### src/rtl/fork_join_ctrl.sv
`default_nettype none
// ============================================================================
//  Module   : fork_join_ctrl
//  Purpose  : Launches a masked set of worker engines and reports completion
//             under a join-all / join-any / join-none policy.
//  Revision : 1.0 - initial release
// ============================================================================
module fork_join_ctrl #(
    parameter int N_THR = 2,
    parameter int ID_W  = (N_THR > 2) ? $clog2(N_THR) : 1,
    parameter int CNT_W = 16
) (
    input  logic             clk,
    input  logic             rst,
    input  logic             start,
    input  logic [1:0]       mode,
    input  logic [N_THR-1:0] mask,
    output logic             busy,
    output logic [N_THR-1:0] thr_start,
    input  logic [N_THR-1:0] thr_done,
    output logic             joined,
    output logic [ID_W-1:0]  first_id,
    output logic [N_THR-1:0] done_vec,
    output logic [CNT_W-1:0] elapsed
);

    localparam logic [1:0] c_MODE_ANY  = 2'b01;
    localparam logic [1:0] c_MODE_NONE = 2'b10;

    typedef enum logic [1:0] {
        S_IDLE = 2'd0,
        S_FORK = 2'd1,
        S_WAIT = 2'd2,
        S_JOIN = 2'd3
    } state_t;

    state_t             r_state;
    logic [1:0]         r_mode;
    logic [N_THR-1:0]   r_pend;
    logic               r_got_first;
    logic               r_busy;
    logic [N_THR-1:0]   r_thr_start;
    logic               r_joined;
    logic [ID_W-1:0]    r_first_id;
    logic [N_THR-1:0]   r_done_vec;
    logic [CNT_W-1:0]   r_elapsed;

    logic [N_THR-1:0]   w_new_done;
    logic [ID_W-1:0]    w_low_id;
    logic               w_join_hit;

    assign w_new_done = thr_done & r_pend;

    // Descending scan so the lowest set index is the one left standing.
    always_comb begin
        w_low_id = '0;
        for (int i = N_THR - 1; i >= 0; i--) begin
            if (w_new_done[i]) begin
                w_low_id = ID_W'(i);
            end
        end
    end

    // Mode 11 falls through to join-all.
    always_comb begin
        w_join_hit = 1'b0;
        if (r_mode == c_MODE_ANY) begin
            w_join_hit = |w_new_done;
        end else begin
            w_join_hit = ((r_done_vec | w_new_done) == r_pend);
        end
    end

    always_ff @(posedge clk) begin
        if (rst) begin
            r_state     <= S_IDLE;
            r_mode      <= 2'b00;
            r_pend      <= '0;
            r_got_first <= 1'b0;
            r_busy      <= 1'b0;
            r_thr_start <= '0;
            r_joined    <= 1'b0;
            r_first_id  <= '0;
            r_done_vec  <= '0;
            r_elapsed   <= '0;
        end else begin
            r_thr_start <= '0;
            r_joined    <= 1'b0;
            case (r_state)
                S_IDLE: begin
                    // Stragglers from a join-any run keep reporting until the next fork.
                    r_done_vec <= r_done_vec | w_new_done;
                    if (start) begin
                        r_pend      <= mask;
                        r_mode      <= mode;
                        r_thr_start <= mask;
                        r_busy      <= 1'b1;
                        r_done_vec  <= '0;
                        r_elapsed   <= '0;
                        r_got_first <= 1'b0;
                        r_first_id  <= '0;
                        r_state     <= S_FORK;
                    end
                end
                S_FORK: begin
                    if (r_mode == c_MODE_NONE || r_pend == '0) begin
                        r_joined <= 1'b1;
                        r_state  <= S_JOIN;
                    end else begin
                        r_state  <= S_WAIT;
                    end
                end
                S_WAIT: begin
                    r_done_vec <= r_done_vec | w_new_done;
                    if (r_elapsed != {CNT_W{1'b1}}) begin
                        r_elapsed <= r_elapsed + 1'b1;
                    end
                    if (|w_new_done && !r_got_first) begin
                        r_first_id  <= w_low_id;
                        r_got_first <= 1'b1;
                    end
                    if (w_join_hit) begin
                        r_joined <= 1'b1;
                        r_state  <= S_JOIN;
                    end
                end
                S_JOIN: begin
                    r_done_vec <= r_done_vec | w_new_done;
                    r_busy     <= 1'b0;
                    r_state    <= S_IDLE;
                end
                default: r_state <= S_IDLE;
            endcase
        end
    end

    assign busy      = r_busy;
    assign thr_start = r_thr_start;
    assign joined    = r_joined;
    assign first_id  = r_first_id;
    assign done_vec  = r_done_vec;
    assign elapsed   = r_elapsed;

endmodule
`default_nettype wire

### config.mk
export PLATFORM = sky130hd
export DESIGN_NAME = fork_join_ctrl
export DESIGN_NICKNAME = d
export VERILOG_FILES = /design/src/rtl/fork_join_ctrl.sv
export SDC_FILE = /design/constraint.sdc
export NUM_CORES = 1
export LEC_CHECK = 0
export BUFFER_PORTS_ARGS = -buffer_cell sky130_fd_sc_hd__buf_4
export CAP_MARGIN = 20
export CORE_AREA = 2 2 60 62
export DETAILED_ROUTE_END_ITERATION = 8
export DIE_AREA = 0 0 62 64
export PLACE_DENSITY = 0.8
export SLEW_MARGIN = 25
export SYNTH_ARGS = -nofsm -noshare
export SYNTH_HDL_FRONTEND = slang
export SYNTH_SLANG_ARGS = --single-unit
### constraint.sdc
create_clock -name clk -period 3 [get_ports clk]
set_input_delay 0.6 -clock clk [delete_from_list [all_inputs] [get_ports clk]]
set_output_delay 0.6 -clock clk [all_outputs]
set_load 0.02 [all_outputs]
After elaboration in Yosys (flattened, before gate mapping)
Cells that the tools add are included.

operators by class
  magnitude comparators = 0
  bitwise gates (word level) = 4
  divide/modulo/power cells = 0
  mux-type cells = 22
  reduce and logical (&&, ||, !) cells = 16
  shift-type cells = 0
  equality and inequality tests = 11
  add/sub/neg operators = 1
  multiply operators = 0

operator list
  kind                   count
  $mux 16                2
  $pmux 16 s2            1
  $add 16x1->16 const B  1
  $ne 16x16->1 const B   1
  $mux 1                 10
  $ne 2x2->1 const B     4
  $pmux 1 s2             4
  $pmux 2 s4             1
  $eq 2x2->1 const B     3
  $mux 2                 3
  $reduce_and 2->1       3
  $reduce_and 3->1       2
  $reduce_bool 2->1      3
  $eq 2x1->1 const B     2
  $logic_not 2->1        2
  $pmux 2 s2             1
  $reduce_or 2->1        2
  $reduce_or 3->1        1
  $and 2x2->2            1
  $eq 2x2->1             1
  $not 1->1              2
  $or 2x2->2             1
  $logic_and 1x1->1      1
  $logic_not 1->1        1
  $logic_or 1x1->1       1

word-level totals
  memories kept = 0
  output and inout bits = 23
  input port bits = 9
  ROM bits = 0
  logic and storage cells = 64
  bits in registers = 30
  bits in writable memories = 0
  bits in latches = 0

Depth between registers and ports, before layout
  depth in word-level cells = 6
  gate-level depth with buffers = 8
  gate-level depth less buffers = 7

Least setup slack after synthesis
No wires, ideal clock.

  path kind = register -> register
  start = register r_state[0]
  end = register r_elapsed[3], in the netlist elapsed[3]
  stages on the path, launching flop included = 8
  data arrival time = 1710 ps
  buffers on the path = 1
  data required time = 2928 ps
  period minus slack after synthesis = 1782 ps
  path slack = 1218 ps
  library setup time = 72 ps
  cells stage by stage = dfxtp_1 inv_1 ha_1 buf_4 mux2i_4 or2_4 or3_1 a21oi_1

on the way
  longest elaborated chain between the ends = 3
  elaborated cells between the ends (all ways) = 7
  those cells by class = eq/ne (3); mux (1); reduce/logical (3)

RTL lines
  what                                                       line  source
  start: declaration                                         37    state_t r_state;
  start signal: assignment                                   76    r_state <= S_IDLE;
  start signal: assignment                                   102   r_state <= S_FORK;
  start signal: assignment                                   108   r_state <= S_JOIN;
  $eq 2x2->1 or $logic_not 2->1 (tied branches)              89    case (r_state)
  $ne 2x2->1 (no line) or $reduce_bool 2->1 (tied branches)  n/a
  $reduce_and 3->1 (no line)                                 n/a
  end signal: assignment                                     116   r_elapsed <= r_elapsed + 1'b1;
  end: declaration                                           46    logic [CNT_W-1:0] r_elapsed;

Several ways; a longest one is shown, not always the timed one.
A chain may end at the register's enable or synchronous reset.

Worst setup path in the final report
  start = register r_state[0]
  end = register r_elapsed[12], in the netlist elapsed[12]

Same word-level chain as after synthesis.

==> tab_implementation.tex <==
\begin{tabular}{lr}
\hline
Metric & Value \\
\hline
\multicolumn{2}{l}{\textbf{Run status}} \\
Status & finished, final reports clean \\
\multicolumn{2}{l}{\textbf{Place}} \\
Post-DP HPWL & 2.30 mm \\
GP Congestion & 0.808 \\
Port Buf Inserts & 31 \\
Instance count after placement with tap cells included & 253 \\
\multicolumn{2}{l}{\textbf{Layout}} \\
Most frequent cells in the layout & sky130\_fd\_sc\_hd\_\_buf\_4, sky130\_fd\_sc\_hd\_\_dfxtp\_1, sky130\_fd\_sc\_hd\_\_nor2\_1 \\
Most common library cell in the layout ignoring fill and taps & sky130\_fd\_sc\_hd\_\_buf\_4 \\
Final cell count without fillers & 259 \\
Filler Cell Count & 320 \\
Layout-stage area growth over the synthesis result & 20.4\% \\
Antenna Cells & 0 \\
Net total in the final layout & 229 \\
Fraction of final layout cells sized beyond drive strength 1 & 0.258 \\
\multicolumn{2}{l}{\textbf{Logic synthesis}} \\
Sequential element share of the synthesized area & 0.379 \\
Yosys warning total & 0 \\
Net count after synthesis & 194 \\
Register bit count reported by yosys & 30 \\
Average cell area after synthesis & 8.86 µm² \\
Synthesized instance count & 179 \\
Post-synthesis cell type count & 43 \\
Synthesized cell area & 0.00159 mm² \\
\multicolumn{2}{l}{\textbf{Clocking}} \\
Root buffer cell & sky130\_fd\_sc\_hd\_\_clkbuf\_4 \\
Num CTS Buffers & 5 \\
Number of gates resized after CTS & 0 \\
CTS H-tree lvls & 2 \\
Post-CTS Repair Setup Buffers & 0 \\
Source-to-sink clock delay at the later pin of the worst-skew pair & 0.32 ns \\
Clock tree buffer depth & 2 \\
Clock sink count & 30 \\
CTS Hold Bufs & 0 \\
TritonCTS clock tree & yes \\
Clock slew at reported path FFs & 0.08 ns \\
\multicolumn{2}{l}{\textbf{Drt}} \\
Final Routed Wirelength & 2.98 mm \\
First drt pass iteration count & 4 \\
Number of DRC violations after detailed-routing iteration 0 & 69 \\
Vias per Instance & 5.06 \\
Antenna Nets Post-Route & 0 \\
Routed len/inst & 11.5 µm \\
DRC violation count after routing & 0 \\
Detailed-route via count & 1310 \\
\multicolumn{2}{l}{\textbf{Floorplanning}} \\
Horizontal die dimension & 62 µm \\
Initial standard-cell utilization of the core & 0.483 \\
Die Ht & 64 µm \\
Number of placement rows & 21 \\
Num ports & 32 \\
Floorplan Core Area & 0.00328 mm² \\
Die ar. & 0.00397 mm² \\
\multicolumn{2}{l}{\textbf{GRT}} \\
Initial antenna violation count & 0 \\
Wire length of the first global-routing pass & 5.13 mm \\
Pin count of the biggest net entering global routing & 16 \\
Global-route usage over all layers & 0.171 \\
GRT Residual Overflow & 0 \\
Via count of the first global-routing pass & 1193 \\
\multicolumn{2}{l}{\textbf{STA}} \\
Unrepaired setup endpoints after global routing & no \\
Actual slew at the worst max-slew pin & 0.790 ns \\
Peak clock frequency supported by timing & 0.473 GHz \\
Setup TNS & 0 ns \\
Clock period minus final worst setup slack & 2.12 ns \\
Final-report hold violation count & 0 \\
Share of the cycle needed by the critical path after routing & 0.705 \\
Worst clock skew & 0.00797 ns \\
Slew HR & 0.470 \\
Setup violation total in the final timing report & 0 \\
Fin. max-slew vios & 0 \\
\multicolumn{2}{l}{\textbf{Power and ir drop}} \\
Peak ir drop on the vdd network & 0.000293 V \\
Standby leakage power & 0.728 nW \\
Power Dens Cells & 558 mW/mm² \\
Overall power after layout & 1.07 mW \\
\multicolumn{2}{l}{\textbf{Worst setup path}} \\
Data arrival time at the worst-slack endpoint & 2.36 ns \\
Start-to-end type of the worst setup path & flip-flop to flip-flop \\
Data required time at the worst endpoint & 3.24 ns \\
Largest driver fanout on the critical path & 13 \\
Startpoint type of the worst setup path & flip-flop \\
Crit path capture type & flip-flop \\
\multicolumn{2}{l}{\textbf{Flow run}} \\
Maximum Capacitance Violations & 0 \\
\multicolumn{2}{l}{\textbf{Worst hold path}} \\
Hold Path Class & flip-flop to flip-flop \\
\hline
\end{tabular}
## cell type report
class | instances | area [µm²] | share of cell area
Multi-Input combinational cell | 137 | 926 | 0.485
Sequential cell | 30 | 601 | 0.315
Inverter | 7 | 26.3 | 0.0138
Clock buffer | 6 | 51.3 | 0.0269
Tap cell | 46 | 57.6 | 0.0301
Timing Repair Buffer | 33 | 248 | 0.130
## Yosys cell counts
cell / instances / share of area
sky130_fd_sc_hd__a2111oi_4: 1 / 0.017
sky130_fd_sc_hd__a211oi_2: 2 / 0.016
sky130_fd_sc_hd__a21oi_1: 10 / 0.032
sky130_fd_sc_hd__a31oi_1: 2 / 0.0079
sky130_fd_sc_hd__and2_1: 2 / 0.0079
sky130_fd_sc_hd__and3_1: 1 / 0.0039
sky130_fd_sc_hd__and4_1: 1 / 0.0055
sky130_fd_sc_hd__buf_2: 2 / 0.0063
sky130_fd_sc_hd__buf_4: 1 / 0.0047
sky130_fd_sc_hd__buf_6: 1 / 0.0071
sky130_fd_sc_hd__clkbuf_1: 1 / 0.0024
sky130_fd_sc_hd__dfxtp_1: 30 / 0.38
sky130_fd_sc_hd__ha_1: 6 / 0.047
sky130_fd_sc_hd__inv_1: 6 / 0.014
sky130_fd_sc_hd__inv_2: 1 / 0.0024
sky130_fd_sc_hd__mux2i_1: 1 / 0.0063
sky130_fd_sc_hd__mux2i_4: 1 / 0.014
sky130_fd_sc_hd__nand2_1: 11 / 0.026
sky130_fd_sc_hd__nand2b_1: 4 / 0.016
sky130_fd_sc_hd__nand3_1: 11 / 0.035
sky130_fd_sc_hd__nand4_1: 5 / 0.020
sky130_fd_sc_hd__nand4_2: 1 / 0.0079
sky130_fd_sc_hd__nand4b_1: 2 / 0.011
sky130_fd_sc_hd__nor2_1: 26 / 0.062
sky130_fd_sc_hd__nor2_2: 1 / 0.0039
sky130_fd_sc_hd__nor2b_1: 5 / 0.020
sky130_fd_sc_hd__nor3_1: 2 / 0.0063
sky130_fd_sc_hd__nor3_2: 4 / 0.025
sky130_fd_sc_hd__nor3b_1: 5 / 0.024
sky130_fd_sc_hd__nor3b_2: 1 / 0.0079
sky130_fd_sc_hd__nor4_2: 1 / 0.0079
sky130_fd_sc_hd__nor4_4: 1 / 0.013
sky130_fd_sc_hd__o21a_1: 1 / 0.0047
sky130_fd_sc_hd__o21ai_0: 3 / 0.0095
sky130_fd_sc_hd__o21ai_1: 4 / 0.013
sky130_fd_sc_hd__o21bai_1: 2 / 0.0095
sky130_fd_sc_hd__o311a_1: 1 / 0.0063
sky130_fd_sc_hd__o31ai_1: 2 / 0.0095
sky130_fd_sc_hd__or2_1: 2 / 0.0079
sky130_fd_sc_hd__or2_4: 2 / 0.011
sky130_fd_sc_hd__or3_1: 1 / 0.0039
sky130_fd_sc_hd__xnor2_1: 8 / 0.044
sky130_fd_sc_hd__xor2_1: 4 / 0.022
## routing by layer
metal,GRT usage,vias up,part of all wire
met5,0,-,0
met4,0.0824,0,0.021
met3,0.0486,6,0.050
met2,0.253,34,0.43
met1,0.223,585,0.50
li1,-,685,-
## power by group
part | total (mW) | switching, mW | internal [mW] | leakage [nW]
sequential | 0.469 | 0.0331 | 0.436 | 0.243
combinational | 0.363 | 0.210 | 0.153 | 0.455
clock | 0.232 | 0.127 | 0.105 | 0.0302
## kinds of logic after synthesis
| logic type | share of synthesized area |
|---|---|
| muxes | 0.0205 |
| AOI/OAI and AO/OA | 0.125 |
| DFF | 0.379 |
| buffers and inverters | 0.0371 |
| and+or+nand+nor | 0.325 |
| xor gates and xnor gates | 0.0663 |
| adders and majority gates | 0.0474 |
## critical path, stage by stage, from the launching register on
cell and delay (ns):
sky130_fd_sc_hd__dfxtp_1 0.34, sky130_fd_sc_hd__inv_1 0.13, sky130_fd_sc_hd__ha_1 0.31, sky130_fd_sc_hd__nand4_1 0.19, sky130_fd_sc_hd__nor4_4 0.63, sky130_fd_sc_hd__nor2_1 0.15
sky130_fd_sc_hd__o311a_1 0.16, sky130_fd_sc_hd__nor3_1 0.11
## registers in the layout, summed over array words and instances (netlist names)
| name | count |
|---|---|
| r_mode | 2 |
| busy | 1 |
| r_pend | 2 |
| done_vec | 2 |
| r_got_first | 1 |
| r_state | 2 |
| elapsed | 16 |
| joined | 1 |
| first_id | 1 |
| thr_start | 2 |
## final timing paths
path	from	cells after the start	slack (ns)	end
min reg2reg	first_id	2	0.47	first_id
max	r_state[0]	7	0.88	elapsed[12]
max reg2reg	r_state[0]	7	0.88	elapsed[12]
min	first_id	2	0.47	first_id
## through the flow
stage,hold slack (ns),instance area (µm²),utilization,setup WS [ns]
final,0.465,1910,0.581,0.884
after global routing,0.481,1910,0.581,0.643
after CTS,0.471,1910,0.581,0.881
after detailed placement,0.458,1860,0.566,0.903
after floorplan,0.440,1590,-,1.22
after global placement,0.454,1860,0.566,0.950
Power figures use the tool's default switching activity.
